### config.mk
export PLATFORM = sky130hd
export DESIGN_NAME = csr_trap_unit_flat
export DESIGN_NICKNAME = d
export VERILOG_FILES = /design/src/rtl/csr_trap_unit_pkg.sv /design/src/rtl/csr_trap_unit_if.sv /design/src/rtl/csr_trap_unit_alu.sv /design/src/rtl/csr_trap_unit.sv /design/src/flat_wrapper.sv
export SDC_FILE = /design/constraint.sdc
export NUM_CORES = 1
export LEC_CHECK = 0
export BUFFER_PORTS_ARGS = -buffer_cell sky130_fd_sc_hd__clkbuf_2
export CAP_MARGIN = 5
export CORE_ASPECT_RATIO = 2
export CORE_MARGIN = 2
export CORE_UTILIZATION = 24
export CTS_BUF_LIST = sky130_fd_sc_hd__clkbuf_4 sky130_fd_sc_hd__clkbuf_8 sky130_fd_sc_hd__clkbuf_16
export DETAILED_ROUTE_END_ITERATION = 10
export GPL_TIMING_DRIVEN = 1
export SYNTH_ARGS = -nofsm -noshare
export SYNTH_HDL_FRONTEND = slang
export SYNTH_SLANG_ARGS = --single-unit
### constraint.sdc
create_clock -name clk -period 11.35 [get_ports clk]
set_input_delay 2.27 -clock clk [delete_from_list [all_inputs] [get_ports clk]]
set_output_delay 2.27 -clock clk [all_outputs]
set_load 0.005 [all_outputs]
### src/rtl/csr_trap_unit_pkg.sv
// Shared constants for the machine-mode CSR file and trap sequencer:
// CSR addresses, iotrap/csr_op encodings, mstatus bit positions, FSM states.
package csr_trap_unit_pkg;

   localparam logic [11:0] CSR_MSTATUS  = 12'h300;
   localparam logic [11:0] CSR_MTVEC    = 12'h305;
   localparam logic [11:0] CSR_MSCRATCH = 12'h340;
   localparam logic [11:0] CSR_MEPC     = 12'h341;
   localparam logic [11:0] CSR_MCAUSE   = 12'h342;
   localparam logic [11:0] CSR_MCYCLE   = 12'hB00;
   localparam logic [11:0] CSR_MINSTRET = 12'hB02;

   localparam logic [1:0] IOTRAP_NONE = 2'b00;
   localparam logic [1:0] IOTRAP_RSVD = 2'b01;
   localparam logic [1:0] IOTRAP_IN   = 2'b10;
   localparam logic [1:0] IOTRAP_OUT  = 2'b11;

   typedef enum logic [1:0] {
      CSR_OP_NONE = 2'b00,
      CSR_OP_RW   = 2'b01,
      CSR_OP_RS   = 2'b10,
      CSR_OP_RC   = 2'b11
   } csr_op_e;

   localparam int MSTATUS_MIE    = 3;
   localparam int MSTATUS_MPIE   = 7;
   localparam int MSTATUS_MPP_LO = 11;
   localparam int MSTATUS_MPP_HI = 12;

   typedef enum logic {
      ST_IDLE     = 1'b0,
      ST_REDIRECT = 1'b1
   } state_e;

endpackage

### src/rtl/csr_trap_unit_if.sv
// Bundle between the trap control unit / EXU / fetch (master) and the CSR trap unit (slave).
// With CSR_COUNTERS_EN defined, carries the instr_retire strobe for minstret.
interface csr_trap_unit_if #(
   parameter int XLEN = 64
);
   logic            csrUpdata;
   logic [1:0]      iotrap;
   logic [XLEN-1:0] mcause_n;
   logic [XLEN-1:0] mepc_n;
   logic            mstatus_n;
   logic            csr_we;
   logic [1:0]      csr_op;
   logic [11:0]     csr_addr;
   logic [XLEN-1:0] csr_wdata;
   logic [XLEN-1:0] csr_rdata;
   logic            gIntEn;
   logic            redirect_valid;
   logic [XLEN-1:0] redirect_pc;
   logic            redirect_ready;
   logic            busy;
`ifdef CSR_COUNTERS_EN
   logic            instr_retire;
`endif

   modport slave (
      input  csrUpdata, iotrap, mcause_n, mepc_n, mstatus_n,
      input  csr_we, csr_op, csr_addr, csr_wdata, redirect_ready,
`ifdef CSR_COUNTERS_EN
      input  instr_retire,
`endif
      output csr_rdata, gIntEn, redirect_valid, redirect_pc, busy
   );

   modport master (
      output csrUpdata, iotrap, mcause_n, mepc_n, mstatus_n,
      output csr_we, csr_op, csr_addr, csr_wdata, redirect_ready,
`ifdef CSR_COUNTERS_EN
      output instr_retire,
`endif
      input  csr_rdata, gIntEn, redirect_valid, redirect_pc, busy
   );
endinterface

### src/rtl/csr_trap_unit_alu.sv
// Combinational new-value computation for csrrw/csrrs/csrrc.
// Shared by the machine CSRs and the optional counters.
module csr_trap_unit_alu
   import csr_trap_unit_pkg::*;
#(
   parameter int XLEN = 64
) (
   input  csr_op_e         op,
   input  logic [XLEN-1:0] old_val,
   input  logic [XLEN-1:0] wdata,
   output logic [XLEN-1:0] new_val
);

   // NOTE: every always_comb output gets a default first so no path can infer a latch.
   always_comb begin
      new_val = old_val;
      case (op)
         CSR_OP_RW: new_val = wdata;
         CSR_OP_RS: new_val = old_val | wdata;
         CSR_OP_RC: new_val = old_val & ~wdata;
         default:   new_val = old_val;
      endcase
   end

endmodule

### src/rtl/csr_trap_unit.sv
// Machine-mode CSR file and trap entry/mret sequencer with a held fetch redirect.
// Define CSR_COUNTERS_EN to add mcycle/minstret and the instr_retire input.
module csr_trap_unit
   import csr_trap_unit_pkg::*;
#(
   parameter int              XLEN      = 64,
   parameter logic [XLEN-1:0] MTVEC_RST = 64'h8000_0000
) (
   input logic            clk,
   input logic            rst,
   csr_trap_unit_if.slave bus
);

   state_e          state_q, state_d;
   logic            mie_q, mie_d;
   logic            mpie_q, mpie_d;
   logic [XLEN-1:0] mtvec_q, mtvec_d;
   logic [XLEN-1:0] mscratch_q, mscratch_d;
   logic [XLEN-1:0] mepc_q, mepc_d;
   logic [XLEN-1:0] mcause_q, mcause_d;
   logic            redirect_valid_q, redirect_valid_d;
   logic [XLEN-1:0] redirect_pc_q, redirect_pc_d;
`ifdef CSR_COUNTERS_EN
   logic [XLEN-1:0] mcycle_q, mcycle_d;
   logic [XLEN-1:0] minstret_q, minstret_d;
`endif

   logic [XLEN-1:0] mstatus_rd;
   logic [XLEN-1:0] csr_old;
   logic [XLEN-1:0] csr_new;
   logic            trap_go;
   logic            csr_wr;

   // mstatus.MIE is an informational copy upstream; it drives nothing here.
   logic unused_sink;
   assign unused_sink = &{1'b0, bus.mstatus_n};

   always_comb begin
      mstatus_rd                                = '0;
      mstatus_rd[MSTATUS_MPP_HI:MSTATUS_MPP_LO] = 2'b11;
      mstatus_rd[MSTATUS_MPIE]                  = mpie_q;
      mstatus_rd[MSTATUS_MIE]                   = mie_q;
   end

   always_comb begin
      csr_old = '0;
      case (bus.csr_addr)
         CSR_MSTATUS:  csr_old = mstatus_rd;
         CSR_MTVEC:    csr_old = mtvec_q;
         CSR_MSCRATCH: csr_old = mscratch_q;
         CSR_MEPC:     csr_old = mepc_q;
         CSR_MCAUSE:   csr_old = mcause_q;
`ifdef CSR_COUNTERS_EN
         CSR_MCYCLE:   csr_old = mcycle_q;
         CSR_MINSTRET: csr_old = minstret_q;
`endif
         default:      csr_old = '0;
      endcase
   end

   csr_trap_unit_alu #(.XLEN(XLEN)) u_alu (
      .op      (csr_op_e'(bus.csr_op)),
      .old_val (csr_old),
      .wdata   (bus.csr_wdata),
      .new_val (csr_new)
   );

   // A trap commit in the same cycle takes priority and drops the CSR write.
   assign trap_go = (state_q == ST_IDLE) && bus.csrUpdata &&
                    ((bus.iotrap == IOTRAP_IN) || (bus.iotrap == IOTRAP_OUT));
   assign csr_wr  = (state_q == ST_IDLE) && bus.csr_we &&
                    (bus.csr_op != CSR_OP_NONE) && !trap_go;

   always_comb begin
      state_d          = state_q;
      mie_d            = mie_q;
      mpie_d           = mpie_q;
      mtvec_d          = mtvec_q;
      mscratch_d       = mscratch_q;
      mepc_d           = mepc_q;
      mcause_d         = mcause_q;
      redirect_valid_d = redirect_valid_q;
      redirect_pc_d    = redirect_pc_q;
      case (state_q)
         ST_IDLE: begin
            if (trap_go) begin
               if (bus.iotrap == IOTRAP_IN) begin
                  mepc_d        = {bus.mepc_n[XLEN-1:2], 2'b00};
                  mcause_d      = bus.mcause_n;
                  mpie_d        = mie_q;
                  mie_d         = 1'b0;
                  redirect_pc_d = {mtvec_q[XLEN-1:2], 2'b00};
               end else begin
                  mie_d         = mpie_q;
                  mpie_d        = 1'b1;
                  redirect_pc_d = mepc_q;
               end
               redirect_valid_d = 1'b1;
               state_d          = ST_REDIRECT;
            end else if (csr_wr) begin
               case (bus.csr_addr)
                  CSR_MSTATUS: begin
                     mie_d  = csr_new[MSTATUS_MIE];
                     mpie_d = csr_new[MSTATUS_MPIE];
                  end
                  CSR_MTVEC:    mtvec_d    = {csr_new[XLEN-1:2], 2'b00};
                  CSR_MSCRATCH: mscratch_d = csr_new;
                  CSR_MEPC:     mepc_d     = {csr_new[XLEN-1:2], 2'b00};
                  CSR_MCAUSE:   mcause_d   = csr_new;
                  default: ;
               endcase
            end
         end
         ST_REDIRECT: begin
            if (bus.redirect_ready) begin
               redirect_valid_d = 1'b0;
               state_d          = ST_IDLE;
            end
         end
         default: state_d = ST_IDLE;
      endcase
   end

`ifdef CSR_COUNTERS_EN
   always_comb begin
      mcycle_d   = mcycle_q + XLEN'(1);
      minstret_d = minstret_q + XLEN'(bus.instr_retire);
      if (csr_wr && (bus.csr_addr == CSR_MCYCLE))   mcycle_d   = csr_new;
      if (csr_wr && (bus.csr_addr == CSR_MINSTRET)) minstret_d = csr_new;
   end

   always_ff @(posedge clk or posedge rst) begin
      if (rst) begin
         mcycle_q   <= '0;
         minstret_q <= '0;
      end else begin
         mcycle_q   <= mcycle_d;
         minstret_q <= minstret_d;
      end
   end
`endif

   // NOTE: state registers use non-blocking assignments so every flop samples pre-edge values.
   always_ff @(posedge clk or posedge rst) begin
      if (rst) begin
         state_q          <= ST_IDLE;
         mie_q            <= 1'b1;
         mpie_q           <= 1'b0;
         mtvec_q          <= MTVEC_RST;
         mscratch_q       <= '0;
         mepc_q           <= '0;
         mcause_q         <= '0;
         redirect_valid_q <= 1'b0;
         redirect_pc_q    <= '0;
      end else begin
         state_q          <= state_d;
         mie_q            <= mie_d;
         mpie_q           <= mpie_d;
         mtvec_q          <= mtvec_d;
         mscratch_q       <= mscratch_d;
         mepc_q           <= mepc_d;
         mcause_q         <= mcause_d;
         redirect_valid_q <= redirect_valid_d;
         redirect_pc_q    <= redirect_pc_d;
      end
   end

   assign bus.csr_rdata      = csr_old;
   assign bus.gIntEn         = mie_q;
   assign bus.redirect_valid = redirect_valid_q;
   assign bus.redirect_pc    = redirect_pc_q;
   assign bus.busy           = (state_q == ST_REDIRECT);

endmodule
### src/flat_wrapper.sv
// flat-port wrapper written by rule: the top's interface ports become plain ports
module csr_trap_unit_flat import csr_trap_unit_pkg::*;
#(
   parameter int              XLEN      = 64,
   parameter logic [XLEN-1:0] MTVEC_RST = 64'h8000_0000
)
  (clk, rst, bus_csrUpdata, bus_iotrap, bus_mcause_n, bus_mepc_n, bus_mstatus_n, bus_csr_we, bus_csr_op, bus_csr_addr, bus_csr_wdata, bus_redirect_ready, bus_csr_rdata, bus_gIntEn, bus_redirect_valid, bus_redirect_pc, bus_busy);
  csr_trap_unit_if #(.XLEN(XLEN)) bus_i ();
  input logic clk;
  input logic rst;
  input wire logic [$bits(bus_i.csrUpdata)-1:0] bus_csrUpdata;
  input wire logic [$bits(bus_i.iotrap)-1:0] bus_iotrap;
  input wire logic [$bits(bus_i.mcause_n)-1:0] bus_mcause_n;
  input wire logic [$bits(bus_i.mepc_n)-1:0] bus_mepc_n;
  input wire logic [$bits(bus_i.mstatus_n)-1:0] bus_mstatus_n;
  input wire logic [$bits(bus_i.csr_we)-1:0] bus_csr_we;
  input wire logic [$bits(bus_i.csr_op)-1:0] bus_csr_op;
  input wire logic [$bits(bus_i.csr_addr)-1:0] bus_csr_addr;
  input wire logic [$bits(bus_i.csr_wdata)-1:0] bus_csr_wdata;
  input wire logic [$bits(bus_i.redirect_ready)-1:0] bus_redirect_ready;
  output wire logic [$bits(bus_i.csr_rdata)-1:0] bus_csr_rdata;
  output wire logic [$bits(bus_i.gIntEn)-1:0] bus_gIntEn;
  output wire logic [$bits(bus_i.redirect_valid)-1:0] bus_redirect_valid;
  output wire logic [$bits(bus_i.redirect_pc)-1:0] bus_redirect_pc;
  output wire logic [$bits(bus_i.busy)-1:0] bus_busy;
  assign bus_i.csrUpdata = bus_csrUpdata;
  assign bus_i.iotrap = bus_iotrap;
  assign bus_i.mcause_n = bus_mcause_n;
  assign bus_i.mepc_n = bus_mepc_n;
  assign bus_i.mstatus_n = bus_mstatus_n;
  assign bus_i.csr_we = bus_csr_we;
  assign bus_i.csr_op = bus_csr_op;
  assign bus_i.csr_addr = bus_csr_addr;
  assign bus_i.csr_wdata = bus_csr_wdata;
  assign bus_i.redirect_ready = bus_redirect_ready;
  assign bus_csr_rdata = bus_i.csr_rdata;
  assign bus_gIntEn = bus_i.gIntEn;
  assign bus_redirect_valid = bus_i.redirect_valid;
  assign bus_redirect_pc = bus_i.redirect_pc;
  assign bus_busy = bus_i.busy;
  csr_trap_unit #(.XLEN(XLEN), .MTVEC_RST(MTVEC_RST)) u_core (.clk(clk), .rst(rst), .bus(bus_i));
endmodule
==> summary.md <==
| Metric | Value |
|---|---|
| Status | `finished, final reports clean` |
| DRT Pass-1 Iters | `5` |
| Crit path required time | `9.08 ns` |
| Post-synth cell types | `57` |
| Worst IR Drop VDD | `112 uV` |
| Post-CTS resize count | `0` |
| DPL Wire Length | `47.2 mm` |
| CP Capture Type | `primary output` |
| CTS Buffer Depth | `3` |
| IO Count | `345` |
| Worst slew pin tran | `1.21 ns` |
| Fin util | `0.289` |
| Largest cells by area after synthesis | `dfrtp_1 44%, nand2_1 6.4%, a21oi_1 6.0%, o21ai_0 5.3%, a31oi_4 4.7%` |
| Final count of negative-setup-slack endpoints | `0` |
| Seq cells post-synth | `318` |
| CTS tree | `yes` |
| Hold_buf cts | `0` |
| Placed instance area | `0.0204 sq mm` |
| Worst Path Max Fanout | `34` |
| Post-CTS Setup Inserts | `0` |
| Synth top area share | `0.439` |
| Most frequent cell after synthesis | `dfrtp_1` |
| RSZ-0062 raised after global routing | `false` |
| RePlAce Congestion | `0.775` |
| Max Clock Skew | `0.0149 ns` |
| Clock Latency Late Sink | `0.55 ns` |
| Fin. max-slew vios | `0` |
| Setup_tns | `0 ns` |
| Ys flop type | `dfrtp_1` |
| Max-cap viol count | `0` |
| Post-DR wirelength/cell | `23.1 um` |
| Share of layout cells above drive strength 1 | `0.282` |
| Root Driver | `clkbuf_16` |
| Congestion Overflow GR | `0` |
| IO buf count | `339` |
| DRT Wirelength | `72.8 mm` |
| Hold Crit Class | `flip-flop to flip-flop` |
| Synthesized instance count | `1,955` |
| Final WS setup | `4.30 ns` |
| Synth cell count leaders | `316 x dfrtp_1, 305 x nand2_1, 215 x a21oi_1` |
| Hold Vio Cnt, Final | `0` |
| Hold Startpoint | `u_core.mscratch_q[19]$_DFFE_PP0P_` |
| Ys async rst share | `1.00` |
| CTS Buf Count | `34` |
| Worst Setup Path Type | `input port to primary output` |
| Largest net degree at the start of global routing | `137` |
| Chip width | `198 um` |
| Crit path DAT | `4.78 ns` |
| Post-place setup slack | `4.37 ns` |
| Max_slew headroom | `0.193` |
| Htree depth | `2` |
| CP startpoint kind | `input port` |
| First-pass GRT wire length | `105 mm` |
| Final ANT Viol Nets | `0` |
| Final min period | `7.05 ns` |
| Biggest area consumer among synthesized cells | `dfrtp_1` |
| EDFF count, synth | `0` |
| Post-Layout Inst Area | `0.0216 sq mm` |
| Clk sinks | `318` |
| Initial antenna violation count | `9` |
| Mapped cell area | `0.0180 sq mm` |
| Pwr dens | `158 mW/mm^2` |
| Avg Inst Size Synth | `9.21 sq um` |
| Fin crit share | `0.621` |
| Vias per cell | `5.12` |
| Total die area | `0.0773 sq mm` |
| DRC viols | `0` |
| Vert. Die Dim | `391 um` |
| Syn-to-layout area delta | `19.7%` |
| Leak pwr | `9.29 nW` |
| NumNets Final | `2,404` |
| Core Area | `0.0746 sq mm` |
| Vias | `16,100` |
| Register-to-register setup slack | `7.97 ns` |
| # rows | `142` |
| Total GRT Usage | `0.184` |
| Vias in the first global route | `16,400` |
| Initial Util | `0.241` |
| Post-synthesis sequential area ratio | `0.442` |
| Critical path origin | `bus_csr_addr[1]` |
| 1st-iter DRT viols | `793` |
| Max Clock Freq | `0.142 GHz` |
| Warnings from Yosys | `0` |
| Clock transition at path regs | `0.06 ns` |
| Power, Total | `0.00341 W` |
| Reg2reg start | `u_core.bus.busy$_DFF_PP0_` |
## final cells by class
cell class,instances,area (sq um)
Timing Repair Buffer,366,1920
Tap cell,936,1170
Antenna cell,1,2.50
Multi-Input combinational cell,1464,9310
Fill cell,8060,53100
Clock buffer,53,1060
Sequential cell,318,7960
Inverter,6,30.0
Clock inverter,7,95.1
## layer usage
metal,part of all wire,global-route usage,vias up
met2,0.49,0.318,640
met1,0.40,0.215,7969
met4,0.045,0.0930,12
met5,0.0010,0,-
li1,-,-,7310
met3,0.062,0.0358,195
## cell usage in the layout, fill, tap and decap left out, types with 5 or more instances in the layout
| cell type | synthesis | routed |
|---|---|---|
| a22oi_1 | 9 | 9 |
| a22o_1 | 7 | 7 |
| o21ai_0 | 191 | 191 |
| and2_1 | 54 | 53 |
| nand2_1 | 305 | 304 |
| o211ai_1 | 10 | 10 |
| o21ai_1 | 32 | 32 |
| a31oi_4 | 40 | 40 |
| nand2b_4 | 5 | 6 |
| clkbuf_16 | 0 | 35 |
| inv_1 | 6 | 5 |
| a21oi_2 | 13 | 13 |
| o21ai_2 | 42 | 41 |
| clkbuf_8 | 0 | 8 |
| nand4_1 | 52 | 52 |
| nand3_1 | 58 | 56 |
| clkbuf_2 | 0 | 335 |
| dfrtp_1 | 316 | 316 |
| mux2_2 | 71 | 71 |
| nand2b_1 | 50 | 49 |
| mux2i_1 | 65 | 65 |
| nor2_1 | 116 | 112 |
| xnor2_1 | 58 | 58 |
| a21oi_1 | 215 | 215 |
| a21o_1 | 8 | 8 |
| buf_4 | 9 | 30 |
| clkbuf_4 | 0 | 10 |
| a32oi_1 | 14 | 14 |
## stage by stage
stage	instances	hold slack [ns]
after floorplan	1956	0.444
after global placement	3090	0.456
after detailed placement	3090	0.467
after CTS	3150	0.480
after global routing	3151	0.496
final	3151	0.473
## final timing paths
check	to	depth (start not counted)
setup / recovery	bus_csr_rdata[3]	7
hold / removal	u_core.mscratch_q[19]$_DFFE_PP0P_	2
setup reg to reg	u_core.mepc_q[53]$_DFFE_PP0P_	6
hold reg to reg	u_core.mscratch_q[19]$_DFFE_PP0P_	2
max in group asynchronous	u_core.mcause_q[49]$_DFFE_PP0P_	3
min in group asynchronous	u_core.bus.redirect_pc[18]$_DFFE_PP0P_	2
## where the power goes
| part | switching, W | internal, W | total [W] |
|---|---|---|---|
| logic | 0.000403 | 0.000296 | 0.000699 |
| registers | 0.000158 | 0.00136 | 0.00152 |
| clock network | 0.000495 | 0.000691 | 0.00119 |
## sequential cells by signal, summed over array words and instances (netlist names)
register and flops:
u_core.bus.redirect_valid 1, u_core.mtvec_q 62, u_core.bus.gIntEn 1, u_core.bus.busy 1, u_core.mepc_q 62, u_core.mpie_q 1, u_core.mcause_q 64, u_core.mscratch_q 64
u_core.bus.redirect_pc 62
## worst max-delay path, stage by stage
cell and delay, ns:
buf_4 0.28, nor2_4 0.14, buf_4 0.52, and2_1 0.67, a22oi_1 0.27, a2111oi_4 0.40, clkbuf_2 0.20
## logic make-up after synthesis
| logic type | share of synthesized area |
|---|---|
| compound gates | 0.228 |
| xor+xnor | 0.0287 |
| buf+inv | 0.0460 |
| flops | 0.442 |
| mux | 0.0806 |
| other cells | 0.000208 |
| simple gates | 0.174 |
No activity file was read; power rests on OpenSTA's default activity.
